## config.mk

```make
export PLATFORM = sky130hd
export DESIGN_NAME = sync_fifo_ctrl
export DESIGN_NICKNAME = d
export VERILOG_FILES = /design/src/rtl/sync_fifo_pkg.sv /design/src/rtl/sync_fifo_ram.sv /design/src/rtl/sync_fifo_ctrl.sv
export SDC_FILE = /design/constraint.sdc
export NUM_CORES = 1
export LEC_CHECK = 0
export CAP_MARGIN = 30
export CORE_MARGIN = 5
export CORE_UTILIZATION = 45
export CTS_BUF_LIST = sky130_fd_sc_hd__clkbuf_4 sky130_fd_sc_hd__clkbuf_8 sky130_fd_sc_hd__clkbuf_16
export DETAILED_ROUTE_END_ITERATION = 8
export DONT_BUFFER_PORTS = 1
export GPL_ROUTABILITY_DRIVEN = 0
export GPL_TIMING_DRIVEN = 0
export PLACE_DENSITY_LB_ADDON = 0.3
export SLEW_MARGIN = 20
export SYNTH_ARGS = -nofsm -noshare
export SYNTH_HDL_FRONTEND = slang
export SYNTH_HIERARCHICAL = 1
export SYNTH_SLANG_ARGS = --single-unit
```

## constraint.sdc

```tcl
create_clock -name clk -period 2.5 [get_ports clk]
set_input_delay 0.5 -clock clk [delete_from_list [all_inputs] [get_ports clk]]
set_output_delay 0.5 -clock clk [all_outputs]
set_load 0.02 [all_outputs]
```

## src/rtl/sync_fifo_pkg.sv

```systemverilog
// Shared helpers for the single-clock FIFO: width math, parameter legality, reset values.
// No logic; constant functions and localparams only.
// Backpressure: n/a.
package sync_fifo_pkg;

  localparam bit RST_ERR  = 1'b0;
  localparam bit RST_FULL = 1'b0;

  function automatic int clog2(input int n);
    int r;
    r = 0;
    while ((1 << r) < n) r++;
    return r;
  endfunction

  function automatic bit is_pow2(input int n);
    return (n > 0) && ((n & (n - 1)) == 0);
  endfunction

  function automatic bit thresh_ok(input int thresh, input int depth);
    return (thresh >= 0) && (thresh <= depth);
  endfunction

endpackage

```

## src/rtl/sync_fifo_ram.sv

```systemverilog
// Simple dual-port FIFO storage; read port registered, or combinational when SYNC_FIFO_FWFT_EN.
// Latency: 1 cycle registered read, 0 cycles in fall-through mode.
// Backpressure: none; caller gates we/re with full/empty.
module sync_fifo_ram #(
  parameter int DATA_WIDTH = 8,
  parameter int ADDR_WIDTH = 4
) (
  input  logic                  clk,
  input  logic                  rst,
  input  logic                  we,
  input  logic [ADDR_WIDTH-1:0] waddr,
  input  logic [DATA_WIDTH-1:0] wdata,
  input  logic                  re,
  input  logic [ADDR_WIDTH-1:0] raddr,
  output logic [DATA_WIDTH-1:0] rdata
);

  localparam int ENTRIES = 1 << ADDR_WIDTH;

  logic [DATA_WIDTH-1:0] mem [ENTRIES];

  // Storage is deliberately left unreset.
  always_ff @(posedge clk) begin
    if (we) mem[waddr] <= wdata;
  end

`ifdef SYNC_FIFO_FWFT_EN
  assign rdata = mem[raddr];
`else
  always_ff @(posedge clk or posedge rst) begin
    if (rst)     rdata <= '0;
    else if (re) rdata <= mem[raddr];
  end
`endif

endmodule

```

## src/rtl/sync_fifo_ctrl.sv

```systemverilog
// Single-clock FIFO with count, almost thresholds and error pulses; SYNC_FIFO_FWFT_EN selects fall-through read.
// Latency: read data 1 cycle after pop (0 in fall-through); flags 1 cycle after the accepted op.
// Backpressure: writes dropped while full, reads ignored while empty, each flagged by a one-cycle err pulse.
module sync_fifo_ctrl
  import sync_fifo_pkg::*;
#(
  parameter int DATA_WIDTH    = 8,
  parameter int DEPTH         = 16,
  parameter int PTR_WIDTH     = clog2(DEPTH),
  parameter int AFULL_THRESH  = DEPTH - 2,
  parameter int AEMPTY_THRESH = 2
) (
  input  logic                  clk,
  input  logic                  rst,
  input  logic                  w_en,
  input  logic [DATA_WIDTH-1:0] data_in,
  input  logic                  r_en,
  output logic [DATA_WIDTH-1:0] data_out,
  output logic                  full,
  output logic                  empty,
  output logic                  almost_full,
  output logic                  almost_empty,
  output logic [PTR_WIDTH:0]    count,
  output logic                  wr_err,
  output logic                  rd_err
);

  localparam int CW = PTR_WIDTH + 1;
  localparam logic [PTR_WIDTH:0] AF_LVL  = CW'(AFULL_THRESH);
  localparam logic [PTR_WIDTH:0] AE_LVL  = CW'(AEMPTY_THRESH);
  localparam logic [PTR_WIDTH:0] PTR_INC = {{PTR_WIDTH{1'b0}}, 1'b1};

  if (DEPTH < 4 || !is_pow2(DEPTH)) begin : g_bad_depth
    $error("sync_fifo_ctrl: DEPTH must be a power of two and at least 4");
  end
  if (PTR_WIDTH != clog2(DEPTH)) begin : g_bad_ptr
    $error("sync_fifo_ctrl: PTR_WIDTH must equal log2(DEPTH)");
  end
  if (!thresh_ok(AFULL_THRESH, DEPTH) || !thresh_ok(AEMPTY_THRESH, DEPTH)) begin : g_bad_thresh
    $error("sync_fifo_ctrl: thresholds must lie within 0..DEPTH");
  end

  logic [PTR_WIDTH:0]    wptr, rptr;
  logic                  wr_ok, rd_ok;
  logic [DATA_WIDTH-1:0] ram_rdata;

  assign wr_ok = w_en & ~full;
  assign rd_ok = r_en & ~empty;

  always_ff @(posedge clk or posedge rst) begin
    if (rst) begin
      wptr   <= '0;
      rptr   <= '0;
      wr_err <= RST_ERR;
      rd_err <= RST_ERR;
    end else begin
      if (wr_ok) wptr <= wptr + PTR_INC;
      if (rd_ok) rptr <= rptr + PTR_INC;
      wr_err <= w_en & full;
      rd_err <= r_en & empty;
    end
  end

  // Extra wrap bit distinguishes full from empty when the address bits match.
  assign empty = (wptr == rptr);
  assign full  = (wptr[PTR_WIDTH] != rptr[PTR_WIDTH]) &&
                 (wptr[PTR_WIDTH-1:0] == rptr[PTR_WIDTH-1:0]);
  assign count        = wptr - rptr;
  assign almost_full  = (count >= AF_LVL);
  assign almost_empty = (count <= AE_LVL);

  sync_fifo_ram #(
    .DATA_WIDTH (DATA_WIDTH),
    .ADDR_WIDTH (PTR_WIDTH)
  ) u_ram (
    .clk   (clk),
    .rst   (rst),
    .we    (wr_ok),
    .waddr (wptr[PTR_WIDTH-1:0]),
    .wdata (data_in),
    .re    (rd_ok),
    .raddr (rptr[PTR_WIDTH-1:0]),
    .rdata (ram_rdata)
  );

`ifdef SYNC_FIFO_FWFT_EN
  // Head slot is stale once drained, so the last popped word is held instead.
  logic [DATA_WIDTH-1:0] last_pop;

  always_ff @(posedge clk or posedge rst) begin
    if (rst)        last_pop <= '0;
    else if (rd_ok) last_pop <= ram_rdata;
  end

  assign data_out = empty ? last_pop : ram_rdata;
`else
  assign data_out = ram_rdata;
`endif

endmodule

```

==> out/qor.txt <==
Critical Path AT - 2.15 ns
die area - 16000 um^2
status - finished, violations left
routed vias/inst - 5.59
Worst Hold Class - primary input to flop
final wirelength - 11900 um
pwr/cell area - 1310 nW/um^2
number of global-route vias before repair - 3087
routed vias - 3012
initial core utilization - 45.9%
Finished Layout Cells - 539
Tmin final - 2.65 ns
Clk Tree Root Cell - clkbuf_16
Yosys top cell area share - 63.0%
Seq/Total Area, Yosys - 71.2%
routed len/inst - 22.1 um
IO Port Bufs - 0
final hold violations - 0
Placement Rows - 42
DRC viols - 0
layout cells sized above 1 - 39.1%
GRT overflow - 0
cts bufs inserted - 17
Antenna Violating Nets Remaining - 0
largest driver fanout on the critical path - 3
Ports - 31
top cells by area, synth - edfxtp_1 63%, mux4_2 9.6%, dfrtp_1 8.2%, mux4_1 2.6%, a221oi_2 2.0%
Critical-path top delay cell - dfrtp_2
Slew headroom - 66.1%
TritonCTS clock tree - done
largest net degree at the start of global routing - 17
CP bufs+invs - 2
top-count cell post-synth - edfxtp_1
Crit path depth - 7
final core occ - 55.6%
first-pass GRT wire length - 18300 um
worst slew pin tran - 0.507 ns
Yosys top cell by area - edfxtp_1
synth warn - 6
worst-path cell chain - inv_2 > ha_4 > inv_2 > fa_2 > xor2_4 > nand2_2 > o32ai_4
Max Fclk - 0.378 GHz
Placement Cell Area - 6360 um^2
antenna violations before repair - 0
delay-heaviest family, CP - adder cells
asr flop ratio synth - 13.5%
Post-Syn Area - 6100 um^2
Post-synth EDFFs - 128
Hold Slack - 0.176 ns
clock insertion delay at the later pin of the skew report - 0.42 ns
failing checks - negative setup slack
Synth Instances - 313
Clock Path Buffers - 2
core area - 13300 um^2
most used cell, CP - inv_2
Static Leak - 2.48 nW
clock-pin slew on the worst setup and hold paths - 0.06 ns
period utilization - 106%
library cells used by synthesis - 41
Hold Path Cell Cnt - 0
Die X - 126 um
worst vdd ir - 1.15 mV
area grow syn2layout - 21.1%
max-slew violations - 0
die height - 126 um
Synth Net Count - 332
antenna cells - 0
Final Cell Area - 7390 um^2
Setup crit end kind - output port
critical path's largest stage delay - 0.43 ns
H-Tree Depth - 4
RSZ-0062 raised after global routing - yes
CTS sink count - 148
final worst slack - -0.147 ns
critical path data required time - 2.00 ns
R2R depth - 7
startpoint types - flop
Detailed Routing Iterations Pass 1 - 5
Nets - 369
Commonest cells post-synth - 128 x edfxtp_1, 26 x mux4_2, 24 x nor2_1
DP Wirelength - 7350 um
final setup fails - 2
Crit Path Class - flop to output port
syn avg cell area - 19.5 um^2
Initial DRC Count - 234
#FFs+latches synth - 148
Max Cap Viol - 0
Top FF cell, synth - edfxtp_1
GRT Total Usage - 15.6%
Setup Skew - 0.00507 ns
fill cell count - 989
Inst Count DP - 490
==> placed cells by master, fill, tap and decap left out, types with 3 or more instances in the layout <==
cell / netlist / layout
xnor2_1: 9 / 9
buf_12: 2 / 6
nand3b_1: 3 / 3
and2_1: 4 / 3
mux4_1: 6 / 6
clkbuf_16: 0 / 17
nand2b_1: 3 / 3
o211ai_1: 5 / 5
inv_1: 10 / 8
nor2_4: 0 / 13
and3_1: 3 / 3
mux4_2: 26 / 26
dfrtp_1: 20 / 14
edfxtp_1: 128 / 128
buf_4: 1 / 15
nor2_1: 24 / 10
clkinv_2: 0 / 5
buf_1: 4 / 3
mux2i_1: 8 / 8
a221oi_2: 8 / 8
nor3_4: 0 / 4
clkbuf_8: 0 / 4
o22ai_1: 7 / 7
dfrtp_2: 0 / 5
ha_4: 0 / 3
buf_6: 5 / 5
==> cell type report <==
class	instances	area (um^2)	area share, %
buffer	13	125	1.69
clock buffer	22	488	6.60
clock inverter	10	104	1.41
inverter	10	37.5	0.508
multi-input combinational	141	1860	25.2
sequential	148	4350	58.9
tap	176	220	2.98
timing repair buffer	19	195	2.64
==> routing by layer <==
metal	routed length, um	global-route usage (%)	vias up
li1	-	-	1350
met1	4920	20.9	1557
met2	5930	23.7	87
met3	847	5.42	18
met4	200	6.25	0
met5	0	0	-
==> cell families after synthesis <==
family	count (synthesis)	synth area share [%]
buffers and inverters	24	2.73
XOR/XNOR	11	1.70
AND/OR/NAND/NOR	50	4.20
flip-flops	148	71.2
adder cells (fa/ha/maj)	7	1.56
multiplexers	42	13.9
AO/OA/AOI/OAI	31	4.72
==> registers in the layout, indices dropped and copies added (netlist names) <==
| signal | count |
|---|---|
| rptr | 5 |
| wptr | 5 |
| wr_err | 1 |
| u_ram/mem | 128 |
| u_ram/rdata | 8 |
| rd_err | 1 |
==> stage by stage <==
| stage | power [mW] | TNS (ns) | worst slack, ns |
|---|---|---|---|
| floorplan | 5.82 | -0.0664 | -0.0664 |
| global placement | 6.40 | -45.72 | -0.696 |
| detailed placement | 6.49 | -49.59 | -0.674 |
| CTS | 9.50 | -0.751 | -0.242 |
| global route | 10.2 | -0.431 | -0.231 |
| finish | 9.70 | -0.258 | -0.147 |
==> timing repair <==
action	in CTS	in global routing
buffers inserted	6	11
hold endpoints to repair	20	0
resized for setup	48	13
hold buffers	1	0
pin swaps	9	5
endpoints found under the setup margin	143	142
==> worst paths after layout <==
check                      startpoint          endpoint  slack, ns
setup / recovery              wptr[0]       almost_full      -0.15
hold / removal             data_in[3]  u_ram/mem[12][3]       0.18
setup reg to reg              wptr[3]  u_ram/mem[12][2]       0.08
hold reg to reg               rptr[3]           rptr[3]       0.55
max in group asynchronous         rst           wptr[1]       1.53
min in group asynchronous         rst    u_ram/rdata[6]       0.57
==> where the power goes <==
part	total, mW	internal [mW]	leakage (nW)	switching (mW)
registers	3.44	3.08	1.38	0.362
clock network	2.49	1.57	0.293	0.916
logic	3.77	1.69	0.799	2.08
No activity file was read; power rests on OpenSTA's default activity.
